<file path="src/rtl/rca4_sum_accumulator_if.sv">
// Handshake/bus bundle between the ripple-carry adder stage, the block accumulator
// and its downstream result consumer.
interface rca4_sum_accumulator_if #(
  parameter int unsigned ACC_W = 16,
  parameter int unsigned CNT_W = 8
);
  logic             clear;
  logic             in_valid;
  logic             in_ready;
  logic [3:0]       sum_in;
  logic             co_in;
  logic [CNT_W-1:0] block_len;
  logic             out_valid;
  logic             out_ready;
  logic [ACC_W-1:0] out_sum;
  logic [CNT_W-1:0] out_count;
  logic             out_ovf;
  logic             busy;

  // Upstream adder / downstream consumer side
  modport master (
    output clear, in_valid, sum_in, co_in, block_len, out_ready,
    input  in_ready, out_valid, out_sum, out_count, out_ovf, busy
  );

  // Accumulator side
  modport slave (
    input  clear, in_valid, sum_in, co_in, block_len, out_ready,
    output in_ready, out_valid, out_sum, out_count, out_ovf, busy
  );
endinterface

</file>
<file path="src/rtl/rca4_sum_accumulator.sv">
// Accumulates a programmable-length block of 5-bit adder results {co, sum} into a
// saturating running total and presents it with a valid/ready handshake.
module rca4_sum_accumulator #(
  parameter int unsigned ACC_W = 16,
  parameter int unsigned CNT_W = 8
) (
  input  logic                 clk,
  input  logic                 rst_n,
  rca4_sum_accumulator_if.slave bus
);

  localparam int unsigned SUM_W = ACC_W + 1;

  typedef enum logic [1:0] {
    IDLE  = 2'd0,
    ACCUM = 2'd1,
    HOLD  = 2'd2
  } state_e;

  state_e           state_q, state_d;
  logic [ACC_W-1:0] acc_q, acc_d;
  logic [CNT_W-1:0] cnt_q, cnt_d;
  logic [CNT_W-1:0] len_q, len_d;
  logic             ovf_q, ovf_d;

  logic [ACC_W-1:0] out_sum_q, out_sum_d;
  logic [CNT_W-1:0] out_count_q, out_count_d;
  logic             out_ovf_q, out_ovf_d;
  logic             in_ready_q, in_ready_d;
  logic             out_valid_q, out_valid_d;
  logic             busy_q, busy_d;

  logic             accept;
  logic [SUM_W-1:0] sample;
  logic [SUM_W-1:0] sum_ext;
  logic [CNT_W-1:0] len_eff;
  logic [CNT_W-1:0] cnt_inc;

  // Sample, widened add and length helpers
  assign accept  = bus.in_valid & in_ready_q;
  assign sample  = SUM_W'({bus.co_in, bus.sum_in});
  assign sum_ext = SUM_W'(acc_q) + sample;
  assign len_eff = (bus.block_len == '0) ? CNT_W'(1) : bus.block_len;
  assign cnt_inc = cnt_q + CNT_W'(1);

  // State and datapath registers
  always_ff @(posedge clk or negedge rst_n) begin
    if (!rst_n) begin
      state_q     <= IDLE;
      acc_q       <= '0;
      cnt_q       <= '0;
      len_q       <= CNT_W'(1);
      ovf_q       <= 1'b0;
      out_sum_q   <= '0;
      out_count_q <= '0;
      out_ovf_q   <= 1'b0;
      in_ready_q  <= 1'b1;
      out_valid_q <= 1'b0;
      busy_q      <= 1'b0;
    end else begin
      state_q     <= state_d;
      acc_q       <= acc_d;
      cnt_q       <= cnt_d;
      len_q       <= len_d;
      ovf_q       <= ovf_d;
      out_sum_q   <= out_sum_d;
      out_count_q <= out_count_d;
      out_ovf_q   <= out_ovf_d;
      in_ready_q  <= in_ready_d;
      out_valid_q <= out_valid_d;
      busy_q      <= busy_d;
    end
  end

  // Next-state, accumulate and result-capture logic
  always_comb begin
    state_d     = state_q;
    acc_d       = acc_q;
    cnt_d       = cnt_q;
    len_d       = len_q;
    ovf_d       = ovf_q;
    out_sum_d   = out_sum_q;
    out_count_d = out_count_q;
    out_ovf_d   = out_ovf_q;

    unique case (state_q)
      IDLE: begin
        if (accept) begin
          len_d = len_eff;
          acc_d = ACC_W'(sample);
          cnt_d = CNT_W'(1);
          ovf_d = 1'b0;
          if (len_eff == CNT_W'(1)) begin
            state_d     = HOLD;
            out_sum_d   = ACC_W'(sample);
            out_count_d = CNT_W'(1);
            out_ovf_d   = 1'b0;
          end else begin
            state_d = ACCUM;
          end
        end
      end

      ACCUM: begin
        if (accept) begin
          // Carry out of the ACC_W-bit field means the total saturates
          if (sum_ext[ACC_W]) begin
            acc_d = '1;
            ovf_d = 1'b1;
          end else begin
            acc_d = sum_ext[ACC_W-1:0];
          end
          cnt_d = cnt_inc;
          if (cnt_inc == len_q) begin
            state_d     = HOLD;
            out_sum_d   = acc_d;
            out_count_d = cnt_inc;
            out_ovf_d   = ovf_d;
          end
        end
      end

      HOLD: begin
        if (bus.out_ready) begin
          state_d = IDLE;
        end
      end

      default: begin
        state_d = IDLE;
      end
    endcase

    // Abort wins over accept and handshake; published results are kept
    if (bus.clear) begin
      state_d     = IDLE;
      acc_d       = '0;
      cnt_d       = '0;
      ovf_d       = 1'b0;
      len_d       = len_q;
      out_sum_d   = out_sum_q;
      out_count_d = out_count_q;
      out_ovf_d   = out_ovf_q;
    end

    in_ready_d  = (state_d != HOLD);
    out_valid_d = (state_d == HOLD);
    busy_d      = (state_d != IDLE);
  end

  assign bus.in_ready  = in_ready_q;
  assign bus.out_valid = out_valid_q;
  assign bus.out_sum   = out_sum_q;
  assign bus.out_count = out_count_q;
  assign bus.out_ovf   = out_ovf_q;
  assign bus.busy      = busy_q;

endmodule
</file>
<file path="src/flat_wrapper.sv">
// flat-port wrapper written by rule: the top's interface ports become plain ports
module rca4_sum_accumulator_flat 
#(
  parameter int unsigned ACC_W = 16,
  parameter int unsigned CNT_W = 8
)
  (clk, rst_n, bus_clear, bus_in_valid, bus_sum_in, bus_co_in, bus_block_len, bus_out_ready, bus_in_ready, bus_out_valid, bus_out_sum, bus_out_count, bus_out_ovf, bus_busy);
  rca4_sum_accumulator_if #(.ACC_W(ACC_W), .CNT_W(CNT_W)) bus_i ();
  input  logic clk;
  input  logic rst_n;
  input wire logic [$bits(bus_i.clear)-1:0] bus_clear;
  input wire logic [$bits(bus_i.in_valid)-1:0] bus_in_valid;
  input wire logic [$bits(bus_i.sum_in)-1:0] bus_sum_in;
  input wire logic [$bits(bus_i.co_in)-1:0] bus_co_in;
  input wire logic [$bits(bus_i.block_len)-1:0] bus_block_len;
  input wire logic [$bits(bus_i.out_ready)-1:0] bus_out_ready;
  output wire logic [$bits(bus_i.in_ready)-1:0] bus_in_ready;
  output wire logic [$bits(bus_i.out_valid)-1:0] bus_out_valid;
  output wire logic [$bits(bus_i.out_sum)-1:0] bus_out_sum;
  output wire logic [$bits(bus_i.out_count)-1:0] bus_out_count;
  output wire logic [$bits(bus_i.out_ovf)-1:0] bus_out_ovf;
  output wire logic [$bits(bus_i.busy)-1:0] bus_busy;
  assign bus_i.clear = bus_clear;
  assign bus_i.in_valid = bus_in_valid;
  assign bus_i.sum_in = bus_sum_in;
  assign bus_i.co_in = bus_co_in;
  assign bus_i.block_len = bus_block_len;
  assign bus_i.out_ready = bus_out_ready;
  assign bus_in_ready = bus_i.in_ready;
  assign bus_out_valid = bus_i.out_valid;
  assign bus_out_sum = bus_i.out_sum;
  assign bus_out_count = bus_i.out_count;
  assign bus_out_ovf = bus_i.out_ovf;
  assign bus_busy = bus_i.busy;
  rca4_sum_accumulator #(.ACC_W(ACC_W), .CNT_W(CNT_W)) u_core (.clk(clk), .rst_n(rst_n), .bus(bus_i));
endmodule
</file>
<file path="config.mk">
export PLATFORM = sky130hd
export DESIGN_NAME = rca4_sum_accumulator_flat
export DESIGN_NICKNAME = d
export VERILOG_FILES = /design/src/rtl/rca4_sum_accumulator_if.sv /design/src/rtl/rca4_sum_accumulator.sv /design/src/flat_wrapper.sv
export SDC_FILE = /design/constraint.sdc
export NUM_CORES = 1
export LEC_CHECK = 0
export CAP_MARGIN = 20
export CORE_UTILIZATION = 55
export DETAILED_ROUTE_END_ITERATION = 16
export DONT_BUFFER_PORTS = 1
export PLACE_DENSITY = 0.81
export SYNTH_ARGS = -nofsm -noshare
export SYNTH_HDL_FRONTEND = slang
export SYNTH_SLANG_ARGS = --single-unit
</file>
<file path="constraint.sdc">
create_clock -name clk -period 2.8 [get_ports clk]
set_input_delay 0.28 -clock clk [delete_from_list [all_inputs] [get_ports clk]]
set_output_delay 0.28 -clock clk [all_outputs]
set_load 0.02 [all_outputs]
</file>
---- Yosys cells after proc, flatten, opt, wreduce, memory -nomap -nowiden ----
Cells that the tools add are included.
storage, ports and cells
  bits of input ports ..................... 18
  ROM bits ................................ 0
  bits in latches ......................... 0
  word-level logic and storage cells ...... 72
  bits in registers ....................... 63
  output and inout bits ................... 28
  bits in writable memories ............... 0
  memories ................................ 0
cells by class
  bitwise logic cells ..................... 2
  eq/ne operators ......................... 12
  add/subtract/negate cells ............... 2
  magnitude comparators ................... 0
  multiplexer cells ....................... 37
  shift-type cells ........................ 0
  $mul .................................... 0
  div/mod/pow operators ................... 0
  reduce and logical (&&, ||, !) cells .... 8
operators with widths
  cell                                                              number
  16-bit two-way mux                                                8
  8-bit two-way mux                                                 8
  16-bit one-hot mux with 2 select lines                            2
  8-bit one-hot mux with 2 select lines                             2
  16-bit by 5-bit adder with 17-bit output                          1
  2-bit two-way mux                                                 6
  8-bit by 1-bit adder with 8-bit output (second input constant)    1
  8-bit by 1-bit == test with 1-bit output (second input constant)  1
  8-bit == test                                                     1
  8-bit logical NOT                                                 1
  1-bit two-way mux                                                 8
  2-bit by 1-bit != test with 1-bit output (second input constant)  4
  3-bit by 2-bit != test with 1-bit output (second input constant)  2
  2-bit one-hot mux with 3 select lines                             1
  3-bit AND reduction                                               2
  6-bit AND reduction                                               1
  2-bit == test (second input constant)                             2
  1-bit one-hot mux with 2 select lines                             2
  2-bit nonzero test                                                2
  3-bit nonzero test                                                1
  2-bit by 1-bit == test with 1-bit output (second input constant)  1
  2-bit logical NOT                                                 1
  2-bit != test (second input constant)                             1
  1-bit bitwise AND                                                 1
  1-bit inverter                                                    1

---- Depth between registers and ports, before layout ----
  depth in word-level cells ............... 8
  mapped depth ............................ 10
  gate-level depth less buffers ........... 9

---- Worst setup path after synthesis ----
No wires, ideal clock.
  kind .................................... reg-to-reg
  start ................................... register u_core.cnt_q[0]
  end ..................................... register u_core.out_sum_q[0] (netlist: u_core.bus.out_sum[0])
  setup time .............................. 125 ps
  cell stages (with the launch flop) ...... 8
  setup slack ............................. 542 ps
  arrival time ............................ 2,133 ps
  required time ........................... 2,675 ps
  cells stage by stage .................... dfrtp_1 > ha_1 > xnor3_1 > nand4_1 > nor4b_2 > nand4_1 > nand2_1 > mux2_2
between the ends
  longest elaborated chain between the ends .. 4
RTL lines
  item                                                       line                         source
  start, declared                                            rca4_sum_accumulator.sv:22   logic [CNT_W-1:0] cnt_q, cnt_d;
  start signal, assigned                                     rca4_sum_accumulator.sv:63   cnt_q <= cnt_d;
  8-bit by 1-bit adder with 8-bit output                     rca4_sum_accumulator.sv:44   assign cnt_inc = cnt_q + CNT_W'(1);
  8-bit == test                                              rca4_sum_accumulator.sv:114  if (cnt_inc == len_q) begin
  2-bit by 1-bit != test with 1-bit output (no source line)  --
  6-bit AND reduction (no source line)                       --
  end signal, assigned                                       rca4_sum_accumulator.sv:66   out_sum_q <= out_sum_d;
  end, declared                                              rca4_sum_accumulator.sv:26   logic [ACC_W-1:0] out_sum_q, out_sum_d;
No other way between the ends.
A chain may end at the register's enable or synchronous reset.

---- Final worst setup path ----
  start ................................... register u_core.acc_q[0]
  end ..................................... register u_core.out_sum_q[10] (netlist: u_core.bus.out_sum[10])
between the ends
  longest elaborated chain between the ends .. 5
RTL lines
  item                                      line                         source
  start, declared                           rca4_sum_accumulator.sv:21   logic [ACC_W-1:0] acc_q, acc_d;
  start signal, assigned                    rca4_sum_accumulator.sv:50   acc_q <= '0;
  start signal, assigned                    rca4_sum_accumulator.sv:62   acc_q <= acc_d;
  16-bit by 5-bit adder with 17-bit output  rca4_sum_accumulator.sv:42   assign sum_ext = SUM_W'(acc_q) + sample;
  16-bit two-way mux                        rca4_sum_accumulator.sv:107  if (sum_ext[ACC_W]) begin
  16-bit two-way mux                        rca4_sum_accumulator.sv:114
  16-bit two-way mux                        rca4_sum_accumulator.sv:105  if (accept) begin
  16-bit one-hot mux with 2 select lines    rca4_sum_accumulator.sv:86   unique case (state_q)
No other way between the ends. The select of a mux whose other input is x is not followed.

==> results <==
- The number of hold-slack violations in the final timing report is 0.
- The clock tree synthesis step divided the H-tree into 3 levels.
- The fill cell instance count of the final layout is 489.
- Summed over all nets, the switching power comes to 0.529 mW.
- The buffer levels on the longest clock path is 2.
- The total global-route track usage is 0.254.
- The wire length of the first global-routing pass is 12500 um.
- The number of remaining DRC errors is 0.
- The routed design has 7390 um of wire.
- Setup repair after global routing left no endpoint under its margin.
- The number of buffers added on ports is 0.
- The netlist area before placement is 3440 um2.
- The post-route setup TNS is 0 ps.
- Dividing the detail-routed wire length by the instance count gives 17.2 um.
- In the finished design, the share of the clock period the worst path needs comes to 0.891.
- The normalized max-slew margin is 0.596.
- The final worst slack is 305 ps.
- The area growth from synthesis to layout is 7.79%.
- The share of async-settable or async-resettable flops after synthesis is 1.00.
- In this run the post-CTS setup repair buffer count came out at 0.
- Buffers inserted to repair hold after CTS numbered 2.
- Entering global routing, the biggest net connects 64 pins.
- The detail route stage leaves a number of antenna-violating nets equal to 0.
- For this run, the post-layout net count is 375.
- The floorplan die area is 6570 um2.
- The number of clock sinks is 63.
- The setup path with the least slack is of type register to register.
- The antenna cell count is 0.
- The initial core utilization is 0.574.
- Synthesis produced a netlist whose cell count is 348.
- The cell-internal power is 1.45 mW.
- The number of gates resized after CTS was 0.
- The max-slew violation count is 0.
- The share of power burned in registers is 0.518.
- After synthesis the netlist holds a flip-flop and latch count of 63.
- Of the total power, the share spent switching nets is 0.267.
- Final hold analysis gives a worst-case slack of 11.1 ps.
- The leakage dissipation is 1.67 nW.
- Routability-driven placement finished with a final weighted congestion of 0.895.
- The iteration count of the initial detailed-routing pass is 4.
- The area after detailed placement is 3500 um2.
- The die outline width is 81.1 um.
- The worst endpoint data arrival time is 2710 ps.
- The part of the Yosys area used for sequential elements is 0.459.
- Summing over every cut layer, the via total after detailed routing is 2628.
- The part of the power in the clock network is 0.346.
- The share of post-route cells with drive strength above 1 is 0.144.
- The violation count after the first detailed-route iteration is 214.
- The run finished with clean final reports.
- The net count of the mapped netlist is 373.
- The most common flop cell mapped by yosys is dfrtp_1.
- The worst-case setup slack after placement is 301 ps.
- The total setup violations reported at the end of the flow is 0.
- STA classifies the critical path startpoint as a register.
- The via count of the first global-routing pass is 2580.
- The area inside the core boundary is 5990 um2.
- The number of different library cells used by synthesis comes to 53.
- The later-pin clock latency in the skew report is 330 ps.
- The average cell area after synthesis is 9.88 um2.
- The shortest clock period the worst path allows after layout is 2490 ps.
- Measured in cells, the most critical reg-to-reg path has a length of 9.
- The post-route cell area is 3710 um2.
- The share of total power dissipated in combinational logic is 0.136.
- The worst-path maximum fanout is 5.
- The count of synthesis-stage warnings from yosys is 0.
- In this run the worst hold path is classified as input port to register.
- The cell count of the worst hold path is 1.
- Dividing total power by cell area gives a power density of 535 nW/um2.
- Yosys mapped a number of flops with a built-in enable equal to 0.
- The initial antenna violation count is 0.
- The CTS clock-pin slew for the worst setup and hold paths is 70 ps.
- Between clock sinks in the finished design, the worst skew comes to 8.24 ps.
- Dividing the detail-routed via count by the number of cells gives 6.13.
- TritonCTS built the clock tree.
- For this run, the top clock speed supported by timing is 0.401 GHz.
- The critical path endpoint category is a register.
- 46 I/O pins were placed.
- Detailed placement finished with a half-perimeter wire length of 5140 um.
- The largest vdd supply drop is 0.359 mV.
- The required time of the critical path is 3020 ps.
- The CTS root buffer is clkbuf_8.
- The multi-input combinational cells in the finished layout cover a total of 1720 um2.
- The chip height is 81.1 um.
- The number of buffers added by the clock tree synthesis step is 9.
- Summed over all layers, the global routing overflow is 0.
- Across the run, the number of max-cap violations was 0.
- For the pin with the worst max-slew slack, the measured transition is 606 ps.
- Registers take 1580 um2.
- The total number of placement rows is 28.
[through the flow]
step	util	power, mW	std cells
2_1_floorplan	-	1.23	348
5_1_grt	0.619	2.07	429
4_1_cts	0.619	1.99	429
3_5_place_dp	0.584	1.29	412
6_report	0.619	1.98	429
3_3_place_gp	0.584	1.28	412
[power by group through the flow]
stage | clock network, mW | logic, mW | registers [mW]
after floorplan | 0 | 0.201 | 1.03
after global placement | 0 | 0.235 | 1.04
after detailed placement | 0 | 0.244 | 1.04
after CTS | 0.692 | 0.269 | 1.03
after global routing | 0.730 | 0.302 | 1.03
final | 0.687 | 0.269 | 1.03
[sequential cells by signal (all words and copies together) (netlist names), 2 cells and up]
register	count
u_core.acc_q	16
u_core.bus.out_sum	16
u_core.bus.out_count	8
u_core.cnt_q	8
u_core.len_q	8
u_core.state_q	2
[placed cells by master (no fill, tap or decap), types with 6 or more instances in the layout]
master    instances
ha_1              6
xor2_1           10
clkbuf_8         11
buf_4            12
a31oi_1           8
a21o_1            7
dfrtp_1          61
mux2_2           13
nand4_1           6
xnor2_1          10
nand3_1          17
o21ai_1          11
nand2_1          28
a31o_1            6
a21oi_1          18
o21ai_0          24
inv_1             6
nor2_1           27
[layer usage]
metal,global-route usage,part of all wire,up-vias
met5,0,0,-
met4,0.118,0.018,0
met3,0.0730,0.088,11
met2,0.390,0.46,95
met1,0.333,0.43,1270
li1,-,-,1252
[synthesized netlist by cell type, types with 6 or more instances]
master | count | area, um2
clkbuf_1 | 11 | 41.3
a21o_1 | 7 | 52.6
nand2_1 | 28 | 105
inv_1 | 6 | 22.5
nand4_1 | 6 | 37.5
dfrtp_1 | 61 | 1530
buf_2 | 7 | 35.0
a31oi_1 | 8 | 50.1
a31o_1 | 6 | 52.6
o21ai_0 | 24 | 120
mux2_2 | 13 | 146
o21ai_1 | 11 | 55.1
ha_1 | 6 | 75.1
nand3_1 | 17 | 85.1
xnor2_1 | 10 | 87.6
a21oi_1 | 18 | 90.1
nor2_1 | 27 | 101
xor2_1 | 10 | 87.6
[area by class of cell]
cell class                      count  share of cell area
Inverter                            6             0.00608
Multi-Input combinational cell    256               0.463
Sequential cell                    63               0.426
Tap cell                           75              0.0253
Clock inverter                      1             0.00135
Clock buffer                       14              0.0439
Timing Repair Buffer               14              0.0344
[final timing paths]
kind	end	slack (ps)	from
min in group asynchronous	u_core.cnt_q[6]	480	rst_n
max	u_core.bus.out_sum[10]	310	u_core.acc_q[0]
max in group asynchronous	u_core.len_q[0]	2010	rst_n
min reg2reg	u_core.ovf_q	520	u_core.ovf_q
min	u_core.acc_q[4]	10	bus_clear
max reg2reg	u_core.bus.out_sum[10]	310	u_core.acc_q[0]
[cells by family after synthesis]
logic type                 synth area share
AOI/OAI and AO/OA                     0.191
and+or+nand+nor                       0.162
adders and majority gates            0.0277
muxes                                0.0542
xor gates and xnor gates             0.0644
buffers and inverters                0.0418
DFF                                   0.459
[worst max-delay path, cell delays in order (launching register included)]
cell	delay (ps)
dfrtp_1	350
ha_1	160
inv_1	60
fa_1	400
nor2b_1	160
o211a_1	230
o21ai_0	170
a41oi_1	420
a31oi_1	160
mux2_2	280
No activity file was read; power rests on OpenSTA's default activity.
